`config.mk`:
```
export PLATFORM = sky130hd
export DESIGN_NAME = mc_ctrl_fsm_flat
export DESIGN_NICKNAME = d
export VERILOG_FILES = /design/src/rtl/mc_ctrl_pkg.sv /design/src/rtl/mc_ctrl_fsm_if.sv /design/src/rtl/mc_ctrl_decode.sv /design/src/rtl/mc_ctrl_fsm.sv /design/src/flat_wrapper.sv
export SDC_FILE = /design/constraint.sdc
export NUM_CORES = 1
export LEC_CHECK = 0
export BUFFER_PORTS_ARGS = -buffer_cell sky130_fd_sc_hd__buf_2
export CAP_MARGIN = 20
export CORE_MARGIN = 2
export CORE_UTILIZATION = 48
export DETAILED_ROUTE_END_ITERATION = 12
export MAX_ROUTING_LAYER = met4
export PLACE_DENSITY = 0.94
export SLEW_MARGIN = 25
export SYNTH_ARGS = -nofsm -noshare
export SYNTH_HDL_FRONTEND = slang
export SYNTH_SLANG_ARGS = --single-unit
export TNS_END_PERCENT = 50
```
`constraint.sdc`:
```
create_clock -name clk -period 4.2 [get_ports clk]
set_clock_uncertainty 0.15 [all_clocks]
set_input_delay 1.05 -clock clk [delete_from_list [all_inputs] [get_ports clk]]
set_output_delay 1.05 -clock clk [all_outputs]
set_load 0.02 [all_outputs]
```
`src/rtl/mc_ctrl_pkg.sv`:
```
// ---------------------------------------------------------------------------
// mc_ctrl_pkg
// Shared definitions for the multi-cycle MIPS-style control sequencer:
//   - state encoding (FETCH=0 .. WB=4, TRAP=7)
//   - opcode / funct constants of the supported instruction subset
//   - decode classes latched by the sequencer
//   - imm_sel, pc_src and alu_op codes plus per-class lookup helpers
// No ports (package).
// ---------------------------------------------------------------------------
package mc_ctrl_pkg;

    typedef enum logic [2:0] {
        S_FETCH  = 3'd0,
        S_DECODE = 3'd1,
        S_EXEC   = 3'd2,
        S_MEM    = 3'd3,
        S_WB     = 3'd4,
        S_TRAP   = 3'd7
    } state_e;

    localparam logic [5:0] OP_RTYPE = 6'b000000;
    localparam logic [5:0] OP_ADDI  = 6'b001000;
    localparam logic [5:0] OP_LW    = 6'b100011;
    localparam logic [5:0] OP_SW    = 6'b101011;
    localparam logic [5:0] OP_BEQ   = 6'b000100;
    localparam logic [5:0] OP_J     = 6'b000010;

    localparam logic [5:0] FN_ADD = 6'b100000;
    localparam logic [5:0] FN_SUB = 6'b100010;
    localparam logic [5:0] FN_AND = 6'b100100;
    localparam logic [5:0] FN_OR  = 6'b100101;
    localparam logic [5:0] FN_SLL = 6'b000000;
    localparam logic [5:0] FN_SRL = 6'b000010;

    localparam logic [1:0] IMM_ZERO  = 2'b00;
    localparam logic [1:0] IMM_SEXT  = 2'b10;
    localparam logic [1:0] IMM_SHAMT = 2'b11;

    localparam logic [1:0] PC_PLUS4  = 2'b00;
    localparam logic [1:0] PC_BRANCH = 2'b01;
    localparam logic [1:0] PC_JUMP   = 2'b10;

    localparam logic [3:0] ALU_ADD = 4'd0;
    localparam logic [3:0] ALU_SUB = 4'd1;
    localparam logic [3:0] ALU_AND = 4'd2;
    localparam logic [3:0] ALU_OR  = 4'd3;
    localparam logic [3:0] ALU_SLL = 4'd4;
    localparam logic [3:0] ALU_SRL = 4'd5;

    typedef enum logic [3:0] {
        CL_ADD, CL_SUB, CL_AND, CL_OR, CL_SLL, CL_SRL,
        CL_ADDI, CL_LW, CL_SW, CL_BEQ, CL_J, CL_ILLEGAL
    } class_e;

    function automatic logic [1:0] imm_sel_of(input class_e c);
        case (c)
            CL_ADDI, CL_LW, CL_SW, CL_BEQ: return IMM_SEXT;
            CL_SLL, CL_SRL:                return IMM_SHAMT;
            default:                       return IMM_ZERO;
        endcase
    endfunction

    function automatic logic [3:0] alu_op_of(input class_e c);
        case (c)
            CL_SUB, CL_BEQ: return ALU_SUB;
            CL_AND:         return ALU_AND;
            CL_OR:          return ALU_OR;
            CL_SLL:         return ALU_SLL;
            CL_SRL:         return ALU_SRL;
            default:        return ALU_ADD;
        endcase
    endfunction

    // Shifts take their amount from the shamt field, so they use the immediate port too.
    function automatic logic uses_imm_b(input class_e c);
        case (c)
            CL_ADDI, CL_LW, CL_SW, CL_SLL, CL_SRL: return 1'b1;
            default:                               return 1'b0;
        endcase
    endfunction

    function automatic logic is_rtype(input class_e c);
        case (c)
            CL_ADD, CL_SUB, CL_AND, CL_OR, CL_SLL, CL_SRL: return 1'b1;
            default:                                       return 1'b0;
        endcase
    endfunction

endpackage

```
`src/rtl/mc_ctrl_fsm_if.sv`:
```
// ---------------------------------------------------------------------------
// mc_ctrl_fsm_if
// Instruction/data memory handshake bundle between the sequencer and memories.
//   imem_req  : instruction fetch request           (master -> slave)
//   imem_ack  : fetch complete, data valid this cycle (slave -> master)
//   dmem_req  : data memory request                 (master -> slave)
//   dmem_we   : 1 = store, 0 = load, valid with req (master -> slave)
//   dmem_ack  : data access complete                (slave -> master)
// Modports: master (sequencer), slave (memory side).
// ---------------------------------------------------------------------------
interface mc_ctrl_fsm_if;
    logic imem_req;
    logic imem_ack;
    logic dmem_req;
    logic dmem_we;
    logic dmem_ack;

    modport master (
        output imem_req, dmem_req, dmem_we,
        input  imem_ack, dmem_ack
    );

    modport slave (
        input  imem_req, dmem_req, dmem_we,
        output imem_ack, dmem_ack
    );
endinterface

```
`src/rtl/mc_ctrl_decode.sv`:
```
// ---------------------------------------------------------------------------
// mc_ctrl_decode
// Combinational opcode/funct -> instruction class decoder.
// Ports:
//   opcode [5:0] in  : instr[31:26]
//   funct  [5:0] in  : instr[5:0]
//   cls          out : decoded class, CL_ILLEGAL for anything unsupported
// ---------------------------------------------------------------------------
module mc_ctrl_decode
    import mc_ctrl_pkg::*;
(
    input  logic [5:0] opcode,
    input  logic [5:0] funct,
    output class_e     cls
);

    always_comb begin
        cls = CL_ILLEGAL;
        case (opcode)
            OP_RTYPE: begin
                case (funct)
                    FN_ADD:  cls = CL_ADD;
                    FN_SUB:  cls = CL_SUB;
                    FN_AND:  cls = CL_AND;
                    FN_OR:   cls = CL_OR;
                    FN_SLL:  cls = CL_SLL;
                    FN_SRL:  cls = CL_SRL;
                    default: cls = CL_ILLEGAL;
                endcase
            end
            OP_ADDI: cls = CL_ADDI;
            OP_LW:   cls = CL_LW;
            OP_SW:   cls = CL_SW;
            OP_BEQ:  cls = CL_BEQ;
            OP_J:    cls = CL_J;
            default: cls = CL_ILLEGAL;
        endcase
    end

endmodule

```
`src/rtl/mc_ctrl_fsm.sv`:
```
// ---------------------------------------------------------------------------
// mc_ctrl_fsm
// Multi-cycle control sequencer (FETCH -> DECODE -> EXEC -> MEM -> WB) for a
// 32-bit MIPS-style datapath. Memory accesses use req/ack so variable-latency
// memories stall the sequence. Illegal opcodes and (optionally) fetch timeouts
// park the machine in TRAP until reset.
//
// Parameters:
//   ALU_OP_W     : width of alu_op
//   IMEM_TIMEOUT : stall cycles in FETCH before trapping, 0 = wait forever
// Ports:
//   clk, rst_n         : clock, synchronous active-low reset
//   opcode, funct      : instruction register fields
//   alu_zero           : ALU zero flag (BEQ)
//   mif (master)       : imem/dmem req/ack handshakes, dmem_we
//   ir_we, pc_we       : IR load, PC update strobes
//   pc_src, imm_sel    : PC source and immediate-extension selects
//   alu_src_b, alu_op  : ALU B-operand select and operation
//   reg_dst, reg_we    : register destination select and write enable
//   mem_to_reg         : write-back from load data
//   trap               : sticky illegal-instruction / timeout flag
//   state_o            : current state for debug
// Optional (macro MC_CTRL_PERF_EN):
//   retired_cnt, stall_cnt : 32-bit wrapping performance counters
// ---------------------------------------------------------------------------
module mc_ctrl_fsm
    import mc_ctrl_pkg::*;
#(
    parameter int ALU_OP_W     = 4,
    parameter int IMEM_TIMEOUT = 0
) (
    input  logic                clk,
    input  logic                rst_n,
    input  logic [5:0]          opcode,
    input  logic [5:0]          funct,
    input  logic                alu_zero,
    mc_ctrl_fsm_if.master       mif,
    output logic                ir_we,
    output logic                pc_we,
    output logic [1:0]          pc_src,
    output logic [1:0]          imm_sel,
    output logic                alu_src_b,
    output logic [ALU_OP_W-1:0] alu_op,
    output logic                reg_dst,
    output logic                reg_we,
    output logic                mem_to_reg,
    output logic                trap,
    output logic [2:0]          state_o
`ifdef MC_CTRL_PERF_EN
    ,
    output logic [31:0]         retired_cnt,
    output logic [31:0]         stall_cnt
`endif
);

    localparam int CNT_W = (IMEM_TIMEOUT > 1) ? $clog2(IMEM_TIMEOUT) : 1;
    // Trap fires on the stall cycle whose count would reach IMEM_TIMEOUT.
    localparam logic [CNT_W-1:0] TO_LAST = (IMEM_TIMEOUT > 0) ? CNT_W'(IMEM_TIMEOUT - 1) : '0;

    state_e           r_state;
    state_e           w_next;
    class_e           r_class;
    class_e           w_class;
    logic [CNT_W-1:0] r_to_cnt;
    logic [3:0]       w_alu;

    mc_ctrl_decode u_decode (
        .opcode (opcode),
        .funct  (funct),
        .cls    (w_class)
    );

    always_ff @(posedge clk) begin
        if (!rst_n) begin
            r_state  <= S_FETCH;
            r_class  <= CL_ILLEGAL;
            r_to_cnt <= '0;
        end else begin
            r_state <= w_next;
            // IR is stable from DECODE onward, so the class is captured once here.
            if (r_state == S_DECODE) begin
                r_class <= w_class;
            end
            if (r_state == S_FETCH && !mif.imem_ack) begin
                r_to_cnt <= r_to_cnt + CNT_W'(1);
            end else begin
                r_to_cnt <= '0;
            end
        end
    end

    always_comb begin
        w_next = r_state;
        case (r_state)
            S_FETCH: begin
                if (mif.imem_ack) begin
                    w_next = S_DECODE;
                end else if (IMEM_TIMEOUT != 0 && r_to_cnt == TO_LAST) begin
                    w_next = S_TRAP;
                end
            end
            S_DECODE: begin
                if (w_class == CL_J) begin
                    w_next = S_FETCH;
                end else if (w_class == CL_ILLEGAL) begin
                    w_next = S_TRAP;
                end else begin
                    w_next = S_EXEC;
                end
            end
            S_EXEC: begin
                case (r_class)
                    CL_BEQ:       w_next = S_FETCH;
                    CL_LW, CL_SW: w_next = S_MEM;
                    default:      w_next = S_WB;
                endcase
            end
            S_MEM: begin
                if (mif.dmem_ack) begin
                    w_next = (r_class == CL_SW) ? S_FETCH : S_WB;
                end
            end
            S_WB:    w_next = S_FETCH;
            S_TRAP:  w_next = S_TRAP;
            default: w_next = S_TRAP;
        endcase
    end

    // Outputs are held at their idle values while rst_n is low, whatever the
    // state register still holds.
    always_comb begin
        mif.imem_req = 1'b0;
        mif.dmem_req = 1'b0;
        mif.dmem_we  = 1'b0;
        ir_we        = 1'b0;
        pc_we        = 1'b0;
        pc_src       = PC_PLUS4;
        imm_sel      = IMM_ZERO;
        alu_src_b    = 1'b0;
        w_alu        = ALU_ADD;
        reg_dst      = 1'b0;
        reg_we       = 1'b0;
        mem_to_reg   = 1'b0;
        trap         = 1'b0;
        if (rst_n) begin
            case (r_state)
                S_FETCH: begin
                    mif.imem_req = 1'b1;
                    ir_we        = mif.imem_ack;
                    pc_we        = mif.imem_ack;
                    pc_src       = PC_PLUS4;
                end
                S_DECODE: begin
                    imm_sel = imm_sel_of(w_class);
                    if (w_class == CL_J) begin
                        pc_we  = 1'b1;
                        pc_src = PC_JUMP;
                    end
                end
                S_EXEC: begin
                    imm_sel   = imm_sel_of(r_class);
                    alu_src_b = uses_imm_b(r_class);
                    w_alu     = alu_op_of(r_class);
                    if (r_class == CL_BEQ) begin
                        pc_we  = alu_zero;
                        pc_src = PC_BRANCH;
                    end
                end
                S_MEM: begin
                    mif.dmem_req = 1'b1;
                    mif.dmem_we  = (r_class == CL_SW);
                end
                S_WB: begin
                    reg_we     = 1'b1;
                    reg_dst    = is_rtype(r_class);
                    mem_to_reg = (r_class == CL_LW);
                end
                S_TRAP: trap = 1'b1;
                default: ;
            endcase
        end
    end

    assign alu_op  = ALU_OP_W'(w_alu);
    assign state_o = r_state;

`ifdef MC_CTRL_PERF_EN
    logic [31:0] r_retired_cnt;
    logic [31:0] r_stall_cnt;
    logic        w_retire;
    logic        w_stall;

    // Every entry into FETCH from another state completes an instruction.
    assign w_retire = (r_state != S_FETCH) && (w_next == S_FETCH);
    assign w_stall  = (mif.imem_req && !mif.imem_ack) || (mif.dmem_req && !mif.dmem_ack);

    always_ff @(posedge clk) begin
        if (!rst_n) begin
            r_retired_cnt <= '0;
            r_stall_cnt   <= '0;
        end else begin
            if (w_retire) begin
                r_retired_cnt <= r_retired_cnt + 32'd1;
            end
            if (w_stall) begin
                r_stall_cnt <= r_stall_cnt + 32'd1;
            end
        end
    end

    assign retired_cnt = r_retired_cnt;
    assign stall_cnt   = r_stall_cnt;
`endif

endmodule

```
`src/flat_wrapper.sv`:
```
// flat-port wrapper written by rule: the top's interface ports become plain ports
module mc_ctrl_fsm_flat import mc_ctrl_pkg::*;
#(
    parameter int ALU_OP_W     = 4,
    parameter int IMEM_TIMEOUT = 0
)
  (clk, rst_n, opcode, funct, alu_zero, ir_we, pc_we, pc_src, imm_sel, alu_src_b, alu_op, reg_dst, reg_we, mem_to_reg, trap, state_o, mif_imem_req, mif_dmem_req, mif_dmem_we, mif_imem_ack, mif_dmem_ack);
  mc_ctrl_fsm_if mif_i ();
  input  logic clk;
  input  logic rst_n;
  input  logic [5:0] opcode;
  input  logic [5:0] funct;
  input  logic alu_zero;
  output logic ir_we;
  output logic pc_we;
  output logic [1:0] pc_src;
  output logic [1:0] imm_sel;
  output logic alu_src_b;
  output logic [ALU_OP_W-1:0] alu_op;
  output logic reg_dst;
  output logic reg_we;
  output logic mem_to_reg;
  output logic trap;
  output logic [2:0] state_o;
  output wire logic [$bits(mif_i.imem_req)-1:0] mif_imem_req;
  output wire logic [$bits(mif_i.dmem_req)-1:0] mif_dmem_req;
  output wire logic [$bits(mif_i.dmem_we)-1:0] mif_dmem_we;
  input wire logic [$bits(mif_i.imem_ack)-1:0] mif_imem_ack;
  input wire logic [$bits(mif_i.dmem_ack)-1:0] mif_dmem_ack;
  assign mif_imem_req = mif_i.imem_req;
  assign mif_dmem_req = mif_i.dmem_req;
  assign mif_dmem_we = mif_i.dmem_we;
  assign mif_i.imem_ack = mif_imem_ack;
  assign mif_i.dmem_ack = mif_dmem_ack;
  mc_ctrl_fsm #(.ALU_OP_W(ALU_OP_W), .IMEM_TIMEOUT(IMEM_TIMEOUT)) u_core (.clk(clk), .rst_n(rst_n), .opcode(opcode), .funct(funct), .alu_zero(alu_zero), .mif(mif_i), .ir_we(ir_we), .pc_we(pc_we), .pc_src(pc_src), .imm_sel(imm_sel), .alu_src_b(alu_src_b), .alu_op(alu_op), .reg_dst(reg_dst), .reg_we(reg_we), .mem_to_reg(mem_to_reg), .trap(trap), .state_o(state_o));
endmodule
```
# == Word level (Yosys, flattened, before mapping) ==
# Index checks and enable logic that the tools add are counted.
# classes
n_eq_ne,34
muxes,44
n_reduce_logical,13
# ops
operator,count
one-hot mux 4 bit (6 select lines),2
"== test 6 bit, second input constant",6
"== test 4 x 3 -> 1 bit, second input constant",8
one-hot mux 3 bit (5 select lines),2
"== test 4 bit, second input constant",6
two-way mux 1 bit,24
one-hot mux 2 bit (2 select lines),4
two-way mux 3 bit,5
"== test 6 x 2 -> 1 bit, second input constant",2
zero test 6 bit,2
"== test 4 x 2 -> 1 bit, second input constant",2
two-way mux 4 bit,2
OR reduction 2 bit,4
OR reduction 4 bit,2
"== test 3 x 2 -> 1 bit, second input constant",2
"== test 3 bit, second input constant",2
"== test 6 x 3 -> 1 bit, second input constant",1
"== test 6 x 4 -> 1 bit, second input constant",1
two-way mux 2 bit,3
one-hot mux 3 bit (2 select lines),1
OR reduction 6 bit,1
OR reduction 5 bit,1
"== test 4 x 1 -> 1 bit, second input constant",1
zero test 4 bit,1
5 further kinds,6
# word_totals
reg_bits,7
input_bits,17
out_inout_bits,21

# == Longest topological paths before layout ==
# Gate-level depths: netlist of the first run.
# depth
word_depth,8
mapped_depth,6
mapped_depth_nobuf,5

# == Hierarchy ==
# From an unflattened synthesis of the first run, not the netlist that was laid out.
# hier_totals
hier_cells,112
hier_area_um2,913.4
# modules_own_cells
module,instances,cells_per_inst,area_each_um2,seq_area_each_um2
mc_ctrl_fsm,1,83,709.4,140.1
mc_ctrl_decode,1,29,203.9,0.0

# == Least setup slack after synthesis of the first run ==
# No wires, ideal clock.
# synth_path
kind,input to output
startpoint,input port opcode[0]
endpoint,output port imm_sel[1]
arrival_time_ps,2367
required_time_ps,3000
slack_ps,633
path_stages,4
path_cell_list,or3_1 > o41ai_1 > a21oi_1 > o21ai_1
# synth_via
elab_chain_len,7
word_cells_on_any_way,18
classes_between,11 x eq/ne; 4 x mux; 3 x reduce/logical
# synth_rtl
element,line,rtl
"start, declared",flat_wrapper.sv:11,input logic [5:0] opcode;
"== test 6 x 2 -> 1 bit, or another cell as far along",mc_ctrl_decode.sv:19,case (opcode)
one-hot mux 4 bit (6 select lines) *,mc_ctrl_decode.sv:19,
== test 4 x 3 -> 1 bit / == test 4 bit (equally long branches),mc_ctrl_pkg.sv:56,case (c)
OR reduction 4 bit / OR reduction 2 bit (equally long branches),mc_ctrl_pkg.sv:56,
one-hot mux 2 bit (2 select lines) *,mc_ctrl_pkg.sv:56,
one-hot mux 2 bit (2 select lines) *,mc_ctrl_fsm.sv:146,case (r_state)
two-way mux 2 bit *,mc_ctrl_fsm.sv:145,if (rst_n) begin
"end, declared",flat_wrapper.sv:17,output logic [1:0] imm_sel;
# Mark *: on every way between the ends. The rest lies on a longest branch, timed or not.

# == Worst setup path in the final report of the first run ==
# Ends and elaborated chain as after synthesis.

==> results of run 1 <==
==> final timing paths <==
path                                        start                 to  slack (ns)  depth (start not counted)
worst max-delay path                    opcode[0]         imm_sel[1]        0.43                          6
worst min-delay path            u_core.r_class[0]  u_core.r_class[0]        0.40                          2
worst max register to register  u_core.r_class[1]  u_core.state_o[0]        2.38                          4
worst min register to register  u_core.r_class[0]  u_core.r_class[0]        0.40                          2
==> through the flow <==
step                hold WS [ns]  instances
floorplan                  0.347        117
global placement           0.381        164
detailed placement         0.382        164
CTS                        0.389        168
global route               0.415        168
finish                     0.403        168
==> cell usage after synthesis, types with 2 or more instances <==
library cell	number	area (um2)
nand2_1	19	71.3
nor2_1	17	63.8
dfxtp_1	7	140
nor3_1	7	35.0
a21oi_1	6	30.0
nand2b_1	6	37.5
nand3_1	5	25.0
inv_1	4	15.0
a211oi_1	3	22.5
clkbuf_1	3	11.3
a21o_1	2	15.0
a31o_2	2	17.5
and3_1	2	12.5
nand4b_1	2	17.5
nor2b_1	2	12.5
nor4_1	2	12.5
nor4b_1	2	17.5
o211ai_1	2	15.0
o21ai_0	2	10.0
==> power by group <==
group	switching [W]	internal [W]	total, W	leakage [nW]
sequential	0.0000560	0.0000905	0.000147	0.0577
combinational	0.000156	0.000102	0.000257	0.395
clock	0.0000254	0.0000363	0.0000617	0.0150
total	0.000237	0.000228	0.000466	0.468
==> logic make-up after synthesis <==
kind of cell / after synthesis / share of synthesized area [%]
AND/OR/NAND/NOR: 73 / 49.4
AO/OA/AOI/OAI: 26 / 24.8
buffers and inverters: 9 / 5.86
flip-flops: 7 / 18.2
adder cells (fa/ha/maj): 1 / 1.30
other: 1 / 0.488
==> cells in the final DEF (no fill, tap or decap), types with 3 or more instances in the layout <==
| master | instances |
|---|---|
| nand2b_1 | 6 |
| clkbuf_4 | 3 |
| inv_1 | 4 |
| nor3_1 | 7 |
| nor2_1 | 17 |
| buf_2 | 36 |
| dfxtp_1 | 7 |
| a211oi_1 | 3 |
| nand2_1 | 19 |
| a21oi_1 | 6 |
| nand3_1 | 5 |
==> final cells by class <==
cell class                 instances  area (um2)
sequential                         7         140
clock buffer                       4        26.3
inverter                           4        15.0
tap                               16        20.0
multi-input combinational        101         583
timing repair buffer              36         180
fill                             145         542
==> state kept, by name, summed over array words and instances, names as in the netlist <==
register and flops:
u_core.state_o 3, u_core.r_class 4
==> routing by layer <==
metal  up-vias  global-route usage (%)  wire length (um)
li1        495                       -                 -
met1       480                    33.4               894
met2        58                    44.4              1120
met3        14                    6.67               203
met4         0                    8.48                61
met5         -                       -                 0
==> worst max-delay path, delay by kind of cell <==
family / cells / cell delay, ns
AOI/OAI and AO/OA: 3 / 0.78
and+or+nand+nor: 1 / 0.43
buffers and inverters: 2 / 0.31
==> impl_metrics.ini, run 1 <==
[outcome]
outcome = completed

[sta]
tns_ns = 0
fmax_mhz = 265
hold_viol = 0
setup_viol = 0
tightest_slew_ns = 0.520
min_period_ns = 3.77
slew_viol_final = 0
setup_ws_ns = 0.429
rsz0062_at_grt = no
max-slew-margin-rel_pct = 64.9
min_period_over_period_pct = 89.8

[layout]
design_area_um2 = 965
n_antenna_cell = 0
fin_util_pct = 64.0
area_growth_pct = 25.6
drive_above_1_share_pct = 30.3
layout.nets = 170

[drt]
avgRoutedWirePerCell_um = 13.5
postRouteAntennaNets = 0
drt_iter0_drc = 25
drc = 0
firstDrtPassIters = 5
viasPerCell = 6.23
vias = 1047
routed_wl_um = 2280

[placement]
placed_area_um2 = 938
gp_congestion = 0.858
port_buffers = 36
hpwlAfterDp_um = 1820
place_ws_ns = 0.444

[yosys]
ys_ff_latch = 7
yosysWarnings = 0
yosysSeqAreaShare_pct = 18.2
syn_area_per_cell_um2 = 6.57
syn_nets = 134
syn_inst = 117
syn-cell-area_um2 = 768
async_reset_ff_share_pct = 0
synthDistinctLibCells = 41
synth_flop_cell = dfxtp_1
synth_edf_count = 0

[worst_hold_path]
hold_class = flop to flop

[power_and_ir_drop]
p_leak_nw = 0.468
power_w = 0.000466
max-vdd-ir-drop_mv = 0.338
power_density_mw_per_mm2 = 483

[global_route]
grt_pass1_wl_um = 3920
groute.usage.overall_pct = 27.5
grt_pass1_vias = 917
grt_max_degree = 15
gr-total-overflow = 0
antenna_found_initial = 0

[critical_path]
worstPathMaxFanout = 6
max_stage_delay_ns = 0.52
arrival_ns = 2.57
startpoint_type = primary input
worstPathRequired_ns = 3.00
critical_path_class = primary input to primary output
end_kind = primary output
crit_top_cell = buf_2
path_cells = buf_2 > or3_1 > o41ai_1 > a21oi_1 > o21ai_1 > buf_2
slowest_stage = o41ai_1

[clock_tree]
cts_sinks = 7
cts_inserted_buffers = 3
clk_pin_slew_ns = 0.05
cts_tree = built
cts_hold_buf = 0
htree_levels = 1
clk_latency_ns = 0.25
cts_resized = 0
post-cts-setup-buffer-count = 0
clk_path_buf_depth = 2
cts_root_buf = clkbuf_4

[floorplan]
initial_core_util_pct = 51.0
io_pins = 38
die_h_um = 44.0
die-area_mm2 = 0.00194
fp-row-count = 14
core_area_mm2 = 0.00151
die_x_um = 44.0

[flow_run]
maxCapViolations = 0
Power figures use the tool's default switching activity.
==> run 2: changes to the inputs <==
--- a/constraint.sdc
+++ b/constraint.sdc
@@ -4,2 +4,2 @@
 set_output_delay 1.05 -clock clk [all_outputs]
-set_load 0.02 [all_outputs]
+set_load 0.05 [all_outputs]
==> run 2 against run 1 <==
Core utilization rose by 0.42 points. Clock power is 1% higher. Sequential power is 3% lower. First-iteration DRC count down 4.0%. Fmax shrank 2.5%. Critical endpoint unchanged. Largest power group unchanged.
==> impl_metrics.ini, run 2 (synthesis results as in run 1) <==
[clock_tree]
clk_latency_ns = 0.25
cts_resized = 0
cts_tree = built
post-cts-setup-buffer-count = 0
cts_sinks = 7
htree_levels = 1
cts_root_buf = clkbuf_4
cts_inserted_buffers = 3
clk_pin_slew_ns = 0.06
cts_hold_buf = 0
clk_path_buf_depth = 2

[drt]
routed_wl_um = 1980
wl_met3_um = 169
viasPerCell = 5.98
firstDrtPassIters = 4
postRouteAntennaNets = 0
top_layer_used = met4
vias = 1005
drt_iter0_drc = 24
met2WireLength_um = 951
drc = 0
avgRoutedWirePerCell_um = 11.8
wl_met1_um = 808

[sta]
fmax_mhz = 258
slew_viol_final = 0
max-slew-margin-rel_pct = 65.1
setup_ws_ns = 0.331
hold_viol = 0
setup_viol = 0
tns_ns = 0
rsz0062_at_grt = no
min_period_ns = 3.87
tightest_slew_ns = 0.517
min_period_over_period_pct = 92.1
hold_slack_ns = 0.403

[floorplan]
initial_core_util_pct = 51.0
die-area_mm2 = 0.00194
core_area_mm2 = 0.00151
io_pins = 38
fp-row-count = 14
die_x_um = 44.0
die_h_um = 44.0

[layout]
drive_above_1_share_pct = 30.9
area_growth_pct = 26.4
n_antenna_cell = 0
final_cells = 168
largest_reg_flops = 4
final_common_cell = buf_2
layout.nets = 170
most-common-layout-cells = buf_2 (36), nand2_1 (19), nor2_1 (17), nor3_1 (7), dfxtp_1 (7)
largest-register = u_core.r_class

[critical_path]
critical_path_class = primary input to primary output
startpoint_type = primary input
arrival_ns = 2.67
worstPathMaxFanout = 6
end_kind = primary output
worstPathRequired_ns = 3.00

[placement]
place_ws_ns = 0.358
hpwlAfterDp_um = 1570
port_buffers = 36
placed_cells = 164
gp_congestion = 0.840

[global_route]
grt_pass1_wl_um = 3240
gr-total-overflow = 0
groute.usage.overall_pct = 22.5
antenna_found_initial = 0
grt_max_degree = 15
grt_pass1_vias = 809

[power_and_ir_drop]
power_density_mw_per_mm2 = 536
p_leak_nw = 0.469
max-vdd-ir-drop_mv = 0.315
power_w = 0.000521

[worst_hold_path]
hold_class = flop to flop

[flow_run]
maxCapViolations = 0

[outcome]
outcome = completed
run 2: worst paths after layout:
path	start	slack (ns)	end	cells past startpoint
worst max-delay path	opcode[0]	0.33	imm_sel[1]	6
worst min-delay path	u_core.r_class[0]	0.40	u_core.r_class[0]	2
worst max register to register	u_core.r_class[3]	2.41	u_core.state_o[0]	4
worst min register to register	u_core.r_class[0]	0.40	u_core.r_class[0]	2
run 2: power by group:
group | internal (W) | total, W | switching (W)
Clock | 0.0000363 | 0.0000623 | 0.0000259
Sequential | 0.0000905 | 0.000143 | 0.0000530
Combinational | 0.000102 | 0.000315 | 0.000213
run 2: worst max-delay path, cell delays in order:
cell and delay [ns]:
buf_2 0.13, or3_1 0.43, o41ai_1 0.52, a21oi_1 0.14, o21ai_1 0.13, buf_2 0.27
run 2: cell type report:
cell class | count | area, um2
clock buffers | 4 | 26.3
fillers | 141 | 536
inverters | 4 | 15.0
multi-input cells | 101 | 589
flip-flops and latches | 7 | 140
well taps | 16 | 20.0
repair buffers | 36 | 180
run 2: routing by layer:
metal	track usage, %	vias up
met4	7.88	0
met5	-	-
met1	27.3	432
li1	-	499
met2	38.2	62
met3	2.50	12
run 2: per-stage QoR:
| stage | util, % | area (um2) |
|---|---|---|
| after floorplan | - | 774 |
| after global placement | 62.7 | 945 |
| after detailed placement | 62.7 | 945 |
| after CTS | 64.5 | 971 |
| after global routing | 64.5 | 971 |
| final | 64.5 | 971 |
